[config.mk]
export PLATFORM = sky130hd
export DESIGN_NAME = audio_mixer_mac_flat
export DESIGN_NICKNAME = d
export VERILOG_FILES = /design/src/rtl/audio_mixer_mac_if.sv /design/src/rtl/audio_mixer_mac.sv /design/src/flat_wrapper.sv
export SDC_FILE = /design/constraint.sdc
export NUM_CORES = 2
export LEC_CHECK = 0
export ABC_AREA = 1
export BUFFER_PORTS_ARGS = -buffer_cell sky130_fd_sc_hd__buf_4
export CELL_PAD_IN_SITES_DETAIL_PLACEMENT = 1
export CELL_PAD_IN_SITES_GLOBAL_PLACEMENT = 1
export CORE_MARGIN = 2
export CORE_UTILIZATION = 49
export CTS_BUF_LIST = sky130_fd_sc_hd__clkbuf_4
export CTS_CLUSTER_DIAMETER = 120
export DETAILED_ROUTE_END_ITERATION = 16
export HOLD_SLACK_MARGIN = 0.02
export PLACE_DENSITY_LB_ADDON = 0.1
export SLEW_MARGIN = 0
export SYNTH_ARGS = -nofsm -noshare
export SYNTH_HDL_FRONTEND = slang
export SYNTH_SLANG_ARGS = --single-unit
[constraint.sdc]
create_clock -name clk -period 20.8 [get_ports clk]
set_clock_uncertainty 0.1 [all_clocks]
set_input_delay 2.08 -clock clk [delete_from_list [all_inputs] [get_ports clk]]
set_output_delay 2.08 -clock clk [all_outputs]
set_load 0.01 [all_outputs]
[src/rtl/audio_mixer_mac_if.sv]
// audio_mixer_mac_if: strobe, channel and status bundle of the stereo mixer.
// The master drives samples and controls. The slave (the mixer) returns
// the mix and its status flags.
interface audio_mixer_mac_if #(
    parameter int NCH = 8,
    parameter int IW  = 16,
    parameter int VW  = 8,
    parameter int OW  = 16
);
    logic                  sample_stb;
    logic [NCH*IW-1:0]     ch_data;
    logic [NCH*VW-1:0]     ch_vol_l;
    logic [NCH*VW-1:0]     ch_vol_r;
    logic [NCH-1:0]        ch_mute;
    logic                  mute;
    logic                  clip_clr;
    logic signed [OW-1:0]  audio_l;
    logic signed [OW-1:0]  audio_r;
    logic                  audio_valid;
    logic                  busy;
    logic                  clip_l;
    logic                  clip_r;
    logic                  overrun;

    modport master (
        output sample_stb, ch_data, ch_vol_l, ch_vol_r, ch_mute, mute, clip_clr,
        input  audio_l, audio_r, audio_valid, busy, clip_l, clip_r, overrun
    );

    modport slave (
        input  sample_stb, ch_data, ch_vol_l, ch_vol_r, ch_mute, mute, clip_clr,
        output audio_l, audio_r, audio_valid, busy, clip_l, clip_r, overrun
    );
endinterface

[src/rtl/audio_mixer_mac.sv]
// audio_mixer_mac: NCH-channel stereo mixer built on one time-multiplexed MAC.
// Each channel is accumulated with its own left and right volume, one channel
// per clock. The result is then floor-shifted by VW-1, saturated to OW bits
// and presented with a one-cycle audio_valid pulse.
// Optional: define MIXER_DC_BLOCK_EN to add a per-side first-order DC-blocking
// high-pass after saturation. The filter adds one state (DCB) to the latency.
module audio_mixer_mac #(
    parameter int NCH      = 8,
    parameter int IW       = 16,
    parameter int VW       = 8,
    parameter int OW       = 16,
    parameter int DC_SHIFT = 10
) (
    input  logic              clk,
    input  logic              rst,
    audio_mixer_mac_if.slave  bus
);
    localparam int CW = (NCH > 1) ? $clog2(NCH) : 1;
    localparam int PW = IW + VW + 1;            // one product
    localparam int AW = PW + $clog2(NCH);       // sum of NCH products, never overflows
    localparam logic [CW-1:0] LAST = CW'(NCH - 1);

    localparam logic signed [OW-1:0] OMAX = {1'b0, {(OW-1){1'b1}}};
    localparam logic signed [OW-1:0] OMIN = {1'b1, {(OW-1){1'b0}}};
    localparam logic signed [AW-1:0] AMAX = {{(AW-OW+1){1'b0}}, {(OW-1){1'b1}}};
    localparam logic signed [AW-1:0] AMIN = {{(AW-OW+1){1'b1}}, {(OW-1){1'b0}}};

`ifdef MIXER_DC_BLOCK_EN
    typedef enum logic [2:0] {IDLE, ACC, SAT, DCB, OUT} state_t;
`else
    typedef enum logic [1:0] {IDLE, ACC, SAT, OUT} state_t;
`endif

    state_t state, state_nx;

    logic [NCH*IW-1:0]    snap_data;
    logic [NCH*VW-1:0]    snap_vol_l, snap_vol_r;
    logic [NCH-1:0]       snap_mute;
    logic [CW-1:0]        idx;
    logic signed [AW-1:0] acc_l, acc_r;
    logic signed [OW-1:0] sat_l, sat_r;
    logic signed [OW-1:0] out_l, out_r;

    // Clamp a shifted accumulator to OW bits; MSB of the result is the clip flag.
    function automatic logic [OW:0] sat_acc(input logic signed [AW-1:0] a);
        logic signed [AW-1:0] s;
        s = a >>> (VW - 1);
        if (s > AMAX)      return {1'b1, OMAX};
        else if (s < AMIN) return {1'b1, OMIN};
        else               return {1'b0, s[OW-1:0]};
    endfunction

    // Channel currently addressed by idx, taken from the snapshot, and its two products
    logic signed [IW-1:0] cur_d;
    logic [VW-1:0]        cur_vl, cur_vr;
    logic                 cur_m;
    logic signed [PW-1:0] d_x, vl_x, vr_x, prod_l, prod_r;
    always_comb begin
        cur_d  = snap_data[int'(idx)*IW +: IW];
        cur_vl = snap_vol_l[int'(idx)*VW +: VW];
        cur_vr = snap_vol_r[int'(idx)*VW +: VW];
        cur_m  = snap_mute[idx];
        d_x    = {{(VW+1){cur_d[IW-1]}}, cur_d};
        vl_x   = {{(IW+1){1'b0}}, cur_vl};
        vr_x   = {{(IW+1){1'b0}}, cur_vr};
        prod_l = cur_m ? '0 : d_x * vl_x;
        prod_r = cur_m ? '0 : d_x * vr_x;
    end

    // Saturation of both accumulators, consumed at the SAT edge
    logic [OW:0] sat_nx_l, sat_nx_r;
    always_comb begin
        sat_nx_l = sat_acc(acc_l);
        sat_nx_r = sat_acc(acc_r);
    end

`ifdef MIXER_DC_BLOCK_EN
    // y carries 8 fractional bits and 2 guard bits; TW holds the unclamped sum.
    localparam int YW = OW + 10;
    localparam int TW = YW + 2;
    localparam logic signed [TW-1:0] TMAX = {3'b000, {(YW-1){1'b1}}};
    localparam logic signed [TW-1:0] TMIN = {3'b111, {(YW-1){1'b0}}};
    localparam logic signed [YW-1:0] YMAX = {{(YW-OW+1){1'b0}}, {(OW-1){1'b1}}};
    localparam logic signed [YW-1:0] YMIN = {{(YW-OW+1){1'b1}}, {(OW-1){1'b0}}};

    logic signed [OW-1:0] x_prev_l, x_prev_r, dc_l, dc_r;
    logic signed [YW-1:0] y_prev_l, y_prev_r, y_new_l, y_new_r;

    // One filter step: y = x - x_prev + y_prev - (y_prev >>> DC_SHIFT), kept in YW bits
    function automatic logic signed [YW-1:0] dc_step(input logic signed [OW-1:0] x,
                                                     input logic signed [OW-1:0] xp,
                                                     input logic signed [YW-1:0] yp);
        logic signed [TW-1:0] t;
        logic signed [YW-1:0] yd;
        yd = yp >>> DC_SHIFT;
        t  = {{4{x[OW-1]}}, x, 8'd0} - {{4{xp[OW-1]}}, xp, 8'd0}
           + {{2{yp[YW-1]}}, yp} - {{2{yd[YW-1]}}, yd};
        if (t > TMAX)      return TMAX[YW-1:0];
        else if (t < TMIN) return TMIN[YW-1:0];
        else               return t[YW-1:0];
    endfunction

    // Drop the fraction and re-saturate to OW; MSB is the clip flag.
    function automatic logic [OW:0] sat_y(input logic signed [YW-1:0] y);
        logic signed [YW-1:0] s;
        s = y >>> 8;
        if (s > YMAX)      return {1'b1, OMAX};
        else if (s < YMIN) return {1'b1, OMIN};
        else               return {1'b0, s[OW-1:0]};
    endfunction

    logic signed [YW-1:0] y_nx_l, y_nx_r;
    logic [OW:0]          dc_nx_l, dc_nx_r;
    // Filter step on the saturated sample, consumed at the DCB edge
    always_comb begin
        y_nx_l  = dc_step(sat_l, x_prev_l, y_prev_l);
        y_nx_r  = dc_step(sat_r, x_prev_r, y_prev_r);
        dc_nx_l = sat_y(y_nx_l);
        dc_nx_r = sat_y(y_nx_r);
    end

    // Filter pipeline and history; history commits only when a mix reaches OUT
    always_ff @(posedge clk or posedge rst) begin
        if (rst) begin
            dc_l     <= '0;
            dc_r     <= '0;
            y_new_l  <= '0;
            y_new_r  <= '0;
            x_prev_l <= '0;
            x_prev_r <= '0;
            y_prev_l <= '0;
            y_prev_r <= '0;
        end else if (state == DCB) begin
            dc_l    <= dc_nx_l[OW-1:0];
            dc_r    <= dc_nx_r[OW-1:0];
            y_new_l <= y_nx_l;
            y_new_r <= y_nx_r;
        end else if (state == OUT) begin
            x_prev_l <= sat_l;
            x_prev_r <= sat_r;
            y_prev_l <= y_new_l;
            y_prev_r <= y_new_r;
        end
    end

    assign out_l = dc_l;
    assign out_r = dc_r;
    wire set_l = ((state == SAT) && sat_nx_l[OW]) || ((state == DCB) && dc_nx_l[OW]);
    wire set_r = ((state == SAT) && sat_nx_r[OW]) || ((state == DCB) && dc_nx_r[OW]);
`else
    assign out_l = sat_l;
    assign out_r = sat_r;
    wire set_l = (state == SAT) && sat_nx_l[OW];
    wire set_r = (state == SAT) && sat_nx_r[OW];
`endif

    // State register
    always_ff @(posedge clk or posedge rst) begin
        if (rst) state <= IDLE;
        else     state <= state_nx;
    end

    // Next-state: snapshot, NCH accumulate cycles, saturate, (filter), present
    always_comb begin
        state_nx = state;
        case (state)
            IDLE:    if (bus.sample_stb) state_nx = ACC;
            ACC:     if (idx == LAST) state_nx = SAT;
`ifdef MIXER_DC_BLOCK_EN
            SAT:     state_nx = DCB;
            DCB:     state_nx = OUT;
`else
            SAT:     state_nx = OUT;
`endif
            OUT:     state_nx = IDLE;
            default: state_nx = IDLE;
        endcase
    end

    // Snapshot, MAC accumulation and saturation registers
    always_ff @(posedge clk or posedge rst) begin
        if (rst) begin
            snap_data  <= '0;
            snap_vol_l <= '0;
            snap_vol_r <= '0;
            snap_mute  <= '0;
            idx        <= '0;
            acc_l      <= '0;
            acc_r      <= '0;
            sat_l      <= '0;
            sat_r      <= '0;
        end else begin
            case (state)
                IDLE: if (bus.sample_stb) begin
                    snap_data  <= bus.ch_data;
                    snap_vol_l <= bus.ch_vol_l;
                    snap_vol_r <= bus.ch_vol_r;
                    snap_mute  <= bus.ch_mute;
                    idx        <= '0;
                    acc_l      <= '0;
                    acc_r      <= '0;
                end
                ACC: begin
                    acc_l <= acc_l + {{(AW-PW){prod_l[PW-1]}}, prod_l};
                    acc_r <= acc_r + {{(AW-PW){prod_r[PW-1]}}, prod_r};
                    idx   <= idx + CW'(1);
                end
                SAT: begin
                    sat_l <= sat_nx_l[OW-1:0];
                    sat_r <= sat_nx_r[OW-1:0];
                end
                default: ;
            endcase
        end
    end

    // Sticky flags: a set event in the same cycle as clip_clr wins
    always_ff @(posedge clk or posedge rst) begin
        if (rst) begin
            bus.clip_l  <= 1'b0;
            bus.clip_r  <= 1'b0;
            bus.overrun <= 1'b0;
        end else begin
            if (set_l)             bus.clip_l <= 1'b1;
            else if (bus.clip_clr) bus.clip_l <= 1'b0;
            if (set_r)             bus.clip_r <= 1'b1;
            else if (bus.clip_clr) bus.clip_r <= 1'b0;
            if (bus.sample_stb && (state != IDLE)) bus.overrun <= 1'b1;
            else if (bus.clip_clr)                 bus.overrun <= 1'b0;
        end
    end

    // Output registers; busy rises one edge after the snapshot edge and drops as the result appears
    always_ff @(posedge clk or posedge rst) begin
        if (rst) begin
            bus.audio_l     <= '0;
            bus.audio_r     <= '0;
            bus.audio_valid <= 1'b0;
            bus.busy        <= 1'b0;
        end else begin
            bus.audio_valid <= (state == OUT);
            bus.busy        <= (state != IDLE) && (state != OUT);
            if (state == OUT) begin
                bus.audio_l <= bus.mute ? '0 : out_l;
                bus.audio_r <= bus.mute ? '0 : out_r;
            end
        end
    end
endmodule

[src/flat_wrapper.sv]
// flat-port wrapper written by rule: the top's interface ports become plain ports
module audio_mixer_mac_flat 
#(
    parameter int NCH      = 8,
    parameter int IW       = 16,
    parameter int VW       = 8,
    parameter int OW       = 16,
    parameter int DC_SHIFT = 10
)
  (clk, rst, bus_sample_stb, bus_ch_data, bus_ch_vol_l, bus_ch_vol_r, bus_ch_mute, bus_mute, bus_clip_clr, bus_audio_l, bus_audio_r, bus_audio_valid, bus_busy, bus_clip_l, bus_clip_r, bus_overrun);
  audio_mixer_mac_if #(.NCH(NCH), .IW(IW), .VW(VW), .OW(OW)) bus_i ();
  input  logic clk;
  input  logic rst;
  input wire logic [$bits(bus_i.sample_stb)-1:0] bus_sample_stb;
  input wire logic [$bits(bus_i.ch_data)-1:0] bus_ch_data;
  input wire logic [$bits(bus_i.ch_vol_l)-1:0] bus_ch_vol_l;
  input wire logic [$bits(bus_i.ch_vol_r)-1:0] bus_ch_vol_r;
  input wire logic [$bits(bus_i.ch_mute)-1:0] bus_ch_mute;
  input wire logic [$bits(bus_i.mute)-1:0] bus_mute;
  input wire logic [$bits(bus_i.clip_clr)-1:0] bus_clip_clr;
  output wire logic [$bits(bus_i.audio_l)-1:0] bus_audio_l;
  output wire logic [$bits(bus_i.audio_r)-1:0] bus_audio_r;
  output wire logic [$bits(bus_i.audio_valid)-1:0] bus_audio_valid;
  output wire logic [$bits(bus_i.busy)-1:0] bus_busy;
  output wire logic [$bits(bus_i.clip_l)-1:0] bus_clip_l;
  output wire logic [$bits(bus_i.clip_r)-1:0] bus_clip_r;
  output wire logic [$bits(bus_i.overrun)-1:0] bus_overrun;
  assign bus_i.sample_stb = bus_sample_stb;
  assign bus_i.ch_data = bus_ch_data;
  assign bus_i.ch_vol_l = bus_ch_vol_l;
  assign bus_i.ch_vol_r = bus_ch_vol_r;
  assign bus_i.ch_mute = bus_ch_mute;
  assign bus_i.mute = bus_mute;
  assign bus_i.clip_clr = bus_clip_clr;
  assign bus_audio_l = bus_i.audio_l;
  assign bus_audio_r = bus_i.audio_r;
  assign bus_audio_valid = bus_i.audio_valid;
  assign bus_busy = bus_i.busy;
  assign bus_clip_l = bus_i.clip_l;
  assign bus_clip_r = bus_i.clip_r;
  assign bus_overrun = bus_i.overrun;
  audio_mixer_mac #(.NCH(NCH), .IW(IW), .VW(VW), .OW(OW), .DC_SHIFT(DC_SHIFT)) u_core (.clk(clk), .rst(rst), .bus(bus_i));
endmodule
# ---- Word level (Yosys, flattened, before mapping)
# Index checks and enable logic that the tools add are counted.
# W data, S select, Z words.
dict set report word_totals {
  out_inout_bits 37
  in_bits 269
  word_cells 72
  regBits 394
}
dict set report op_classes {
  n_reduce_logical 13
  muxes 22
  add_sub_neg 3
  n_eq_ne 7
  magnitude_cmp 5
  shifts 3
  n_mul 2
}
# op count
set ops {}
lappend ops {{$shiftx A128 B8 Y16} 1}
lappend ops {{$shiftx A64 B7 Y8} 2}
lappend ops {{$pmux W28 S2} 2}
lappend ops {{$mux W17} 4}
lappend ops {{$add A28 B28 Y28} 2}
lappend ops {{$mul A16 B9 Y25} 2}
lappend ops {{$mux W25} 2}
lappend ops {{$gt A21 B16 Y1 const B} 2}
lappend ops {{$lt A21 B16 Y1 const B} 2}
lappend ops {{$mux W16} 2}
lappend ops {{$mux W28} 1}
lappend ops {{$reduce_bool A2 Y1} 5}
lappend ops {{$pmux W2 S4} 1}
lappend ops {{$pmux W3 S2} 1}
lappend ops {{$reduce_and A2 Y1} 3}
lappend ops {{$mux W1} 5}
lappend ops {{$eq A2 B2 Y1 const B} 2}
lappend ops {{$logic_and A1 B1 Y1} 4}
lappend ops {{$lt A3 B4 Y1 const B} 1}
lappend ops {{$mux W2} 2}
lappend ops {{$ne A2 B2 Y1 const B} 2}
lappend ops {{$add A3 B1 Y3 const B} 1}
lappend ops {{$bmux W1 S3} 1}
lappend ops {{$eq A3 B3 Y1 const B} 1}
lappend ops {{other kinds (4)} 4}

# ---- Logic depth before layout (Yosys ltp)
dict set report logic_depth {
  word_depth 5
  ltp_mapped 45
}

# ---- Worst setup path after synthesis
# OpenSTA, ideal clock, no wires.
dict set report synth_timing {
  path_kind {register to register}
  startpoint {register u_core.idx[0]}
  endpoint {register u_core.acc_l[25]}
  path_stages_with_launch 42
  t_arrival_ns 6.729
  setup_slack_ns 13.840
  t_required_ns 20.569
  n_path_buf 4
  path_cell_list {dfrtp_1 buf_6 inv_2 buf_6 buf_2 nor2_1 o21ai_0 inv_1 o21ai_1 buf_2 nand2_1 fa_1 inv_1 fa_1 fa_1 inv_1 fa_1 inv_1 [6 not listed] inv_1 a21oi_2 nor2_1 nor2_1 xor2_1 nor2_1 ha_1 nand2_1 nor4_1 nand3_1 nand3_1 nand3_1 nand2_1 nand3_1 nand2_1 a21oi_1 o21ai_0 o21ai_0}
}
dict set report synth_via {
  elab_chain_len 5
  word_cells_on_any_way 8
  classes_between {1 x add/sub; 1 x mul; 2 x shift; 4 x mux}
}
# element line
set synth_rtl {}
lappend synth_rtl {{from (decl)} audio_mixer_mac.sv:39} ;# logic [CW-1:0] idx;
lappend synth_rtl {{from (signal assigned)} audio_mixer_mac.sv:206} ;# idx <= idx + CW'(1);
lappend synth_rtl {{$shiftx A128 B8 Y16 (tied with other cells)} audio_mixer_mac.sv:59} ;# cur_d = snap_data[int'(idx)*IW +: IW];
lappend synth_rtl {{$mul A16 B9 Y25 / $mux W1 (equally long branches)} {audio_mixer_mac.sv:66, audio_mixer_mac.sv:62}}
lappend synth_rtl {{$mux W25 *} audio_mixer_mac.sv:66} ;# prod_l = cur_m ? '0 : d_x * vl_x;
lappend synth_rtl {{$add A28 B28 Y28 *} audio_mixer_mac.sv:204} ;# acc_l <= acc_l + {{(AW-PW){prod_l[PW-1]}}, prod_l};
lappend synth_rtl {{$pmux W28 S2 *} audio_mixer_mac.sv:193} ;# case (state)
lappend synth_rtl {{to (signal assigned)} audio_mixer_mac.sv:204}
lappend synth_rtl {{to (decl)} audio_mixer_mac.sv:40} ;# logic signed [AW-1:0] acc_l, acc_r;
# Every way passes the cells marked *; elsewhere a longest branch is shown, timed or not. The select of a mux whose other input is x is not followed.
# A chain may end at the register's enable or synchronous reset.

# ---- Worst setup path after layout
# Ends and elaborated chain as after synthesis.

==> out/qor.txt <==
post-layout minimum cycle time = 9.40 ns
Antenna Violating Nets Remaining = 0
HP Class = reg2reg
Tot GR Track Use = 0.300
worst-margin pin slew = 1.13 ns
outcome = finished, final reports clean
top_reg_cell synth = dfrtp_1
GPL Wtd Cong = 0.878
Worst setup SP type = flop
largest net degree at the start of global routing = 162
CTS H-tree depth = 3
Congestion Overflow GR = 0
CP endpoint kind = flop
I/O pin count = 306
synthesized instance count = 3808
Final #Nets = 4719
clock insertion delay at the later pin of the skew report = 0.89 ns
post-CTS sizing = 0
Compound-Gate Fraction of Synth Area = 0.134
largest family of logic cells by synthesized area = simple AND/OR/NAND/NOR gates
final HPWL from detailed placement = 68.9 mm
Setup TNS Final = 0 ns
fraction of layout cells with a size suffix above 1 = 0.135
Hold Fails Final Rpt = 0
r2r worst-path depth = 34
WP data required = 21.44 ns
slowest CP cell = dfrtp_4
P&R area growth vs syn = 14.0%
Via Count = 26400
clk root buf = clkbuf_4
clock sink count = 394
ys async rst share = 1.00
period utilisation layout = 0.452
clock buffer count from CTS = 107
Post-Synth Simple-Gate Area = 0.209
MaxCap Viol Count = 0
post-synthesis mux area share = 0
cell row count = 89
EDFF count, synth = 0
core area = 0.0590 sq mm
Synth cell types = 49
DRC violation count after routing = 0
vias in the first global route = 28200
Syn Nets = 4442
Seq cells post-synth = 394
hold depth = 2
Port Buffers = 305
Worst slew margin = 0.243
# setup viols final = 0
synth warn = 0
post-synthesis sequential area ratio = 0.337
setup repair bufs after CTS = 0
die area = 0.0616 sq mm
Avg Cell Area, Syn = 7.68 sq um
Setup Crit Path Kind = reg2reg
Reg clk slew, reported paths = 0.07 ns
RSZ-0062 raised after global routing = false
FMAX = 106 MHz
CTS tree = yes
starting density of the core = 0.495
fin. max-slew vios = 0
Crit Path Max Fanout = 77
CP arrival = 10.04 ns
CTS Hold Buffers Added = 0
first-pass GRT wire length = 146 mm
1st-iter DRT viols = 1393
Synth Area in Adders = 0.209
Via density = 5.35
drt first pass iters = 7
Syn Std Cell Area = 0.0292 sq mm
CP max stage delay = 0.76 ns
clock tree buffer depth = 3
Post-Synth XOR/XNOR Area = 0.0117
WL final = 91.0 mm
DR WL/cell = 18.4 um
chip height = 248 um
antenna violations before repair = 3
Die X = 248 um
layout by cell type (no fill, tap or decap), drive strengths merged, types with 3 or more instances in the layout:
cell	n
clkinv	23
diode	4
o22ai	34
nor4	8
o32ai	16
nand4	12
o21a	4
nand3	47
a21oi	177
or2	5
a21boi	3
o21bai	6
a32o	6
a22oi	30
o21ai	368
clkbuf	162
a221oi	3
a31oi	3
a21o	9
nand2	1156
xor2	25
nor3	4
nor2	353
buf	326
dfrtp	394
ha	159
inv	583
fa	206
xnor2	14
a22o	5
o211ai	5
o31ai	8
cells in the mapped netlist, drive strengths merged, types with 3 or more instances:
cell	instances	share of area
o211ai	5	0.0013
nor4	8	0.0017
o31ai	8	0.0021
o21a	4	0.0010
a21o	9	0.0023
nand4	12	0.0026
a21oi	177	0.031
buf	61	0.012
xnor2	14	0.0042
a21boi	3	0.00077
a31oi	3	0.00064
o32ai	16	0.0048
o22ai	34	0.0073
o21ai	368	0.067
nand2	1156	0.15
a221oi	3	0.00090
nor3	4	0.00068
fa	206	0.14
clkbuf	97	0.012
a22o	5	0.0015
nand3	47	0.0086
a32o	6	0.0021
dfrtp	394	0.34
clkinv	4	0.00051
inv	578	0.074
or2	5	0.0011
a22oi	30	0.0077
ha	159	0.068
xor2	25	0.0075
o21bai	6	0.0015
nor2	353	0.045
final timing paths:
| check | startpoint | endpoint | slack, ns |
|---|---|---|---|
| max | u_core.idx[0] | u_core.acc_l[25] | 11.40 |
| max in group asynchronous | rst | u_core.snap_vol_l[13] | 17.17 |
| max reg2reg | u_core.idx[0] | u_core.acc_l[25] | 11.40 |
| min | u_core.snap_vol_l[34] | u_core.snap_vol_l[34] | 0.37 |
| min in group asynchronous | rst | u_core.out_l[1] | 1.24 |
| min reg2reg | u_core.snap_vol_l[34] | u_core.snap_vol_l[34] | 0.37 |
flip-flops by register name, summed over array words and instances (netlist names), 16 cells and up:
| name | count |
|---|---|
| u_core.acc_l | 28 |
| u_core.acc_r | 28 |
| u_core.bus.audio_l | 16 |
| u_core.bus.audio_r | 16 |
| u_core.out_l | 16 |
| u_core.out_r | 16 |
| u_core.snap_data | 128 |
| u_core.snap_vol_l | 64 |
| u_core.snap_vol_r | 64 |
critical path, delay by kind of cell (launching register included):
kind | cells | cell delay [ns]
buffers and inverters | 7 | 1.74
and+or+nand+nor | 11 | 1.58
DFF | 1 | 0.76
AOI/OAI and AO/OA | 10 | 2.06
adders and majority gates | 6 | 2.93
cell families (layout without fill, tap and decap cells):
| family | Yosys count | after routing |
|---|---|---|
| XOR/XNOR | 39 | 39 |
| AND/OR/NAND/NOR | 1588 | 1588 |
| adder cells (fa/ha/maj) | 365 | 365 |
| AO/OA/AOI/OAI | 682 | 682 |
| other | 0 | 4 |
| flip-flops | 394 | 394 |
| buffers and inverters | 740 | 1096 |
per-stage QoR:
stage          worst slack [ns]  cell area, sq um  cells  hold slack, ns   util
6_report                  11.40             33300   4941           0.375  0.565
2_1_floorplan              7.67             29200   3808           0.344      -
5_1_grt                   10.53             33300   4941           0.390  0.565
4_1_cts                   11.40             33300   4937           0.378  0.565
3_3_place_gp              11.58             32000   4749           0.356  0.542
3_5_place_dp              11.42             32000   4749           0.361  0.542
layout make-up:
type / instances / area [sq um]
fillers: 7520 / 25700
multi-input cells: 2674 / 16500
flip-flops and latches: 394 / 9870
repair buffers: 326 / 2460
inverters: 582 / 2200
clock buffers: 162 / 1220
well taps: 773 / 967
clock inverters: 26 / 124
diodes: 4 / 10.0
routing by layer:
metal  global-route usage  share of wire
met5                    0              0
met4                0.108          0.031
met3               0.0454          0.050
met2                0.509           0.48
met1                0.392           0.44
Power is left out: the tool's default activity adds up to more than one toggle a clock period on the data nets, which glitch-free logic cannot reach.
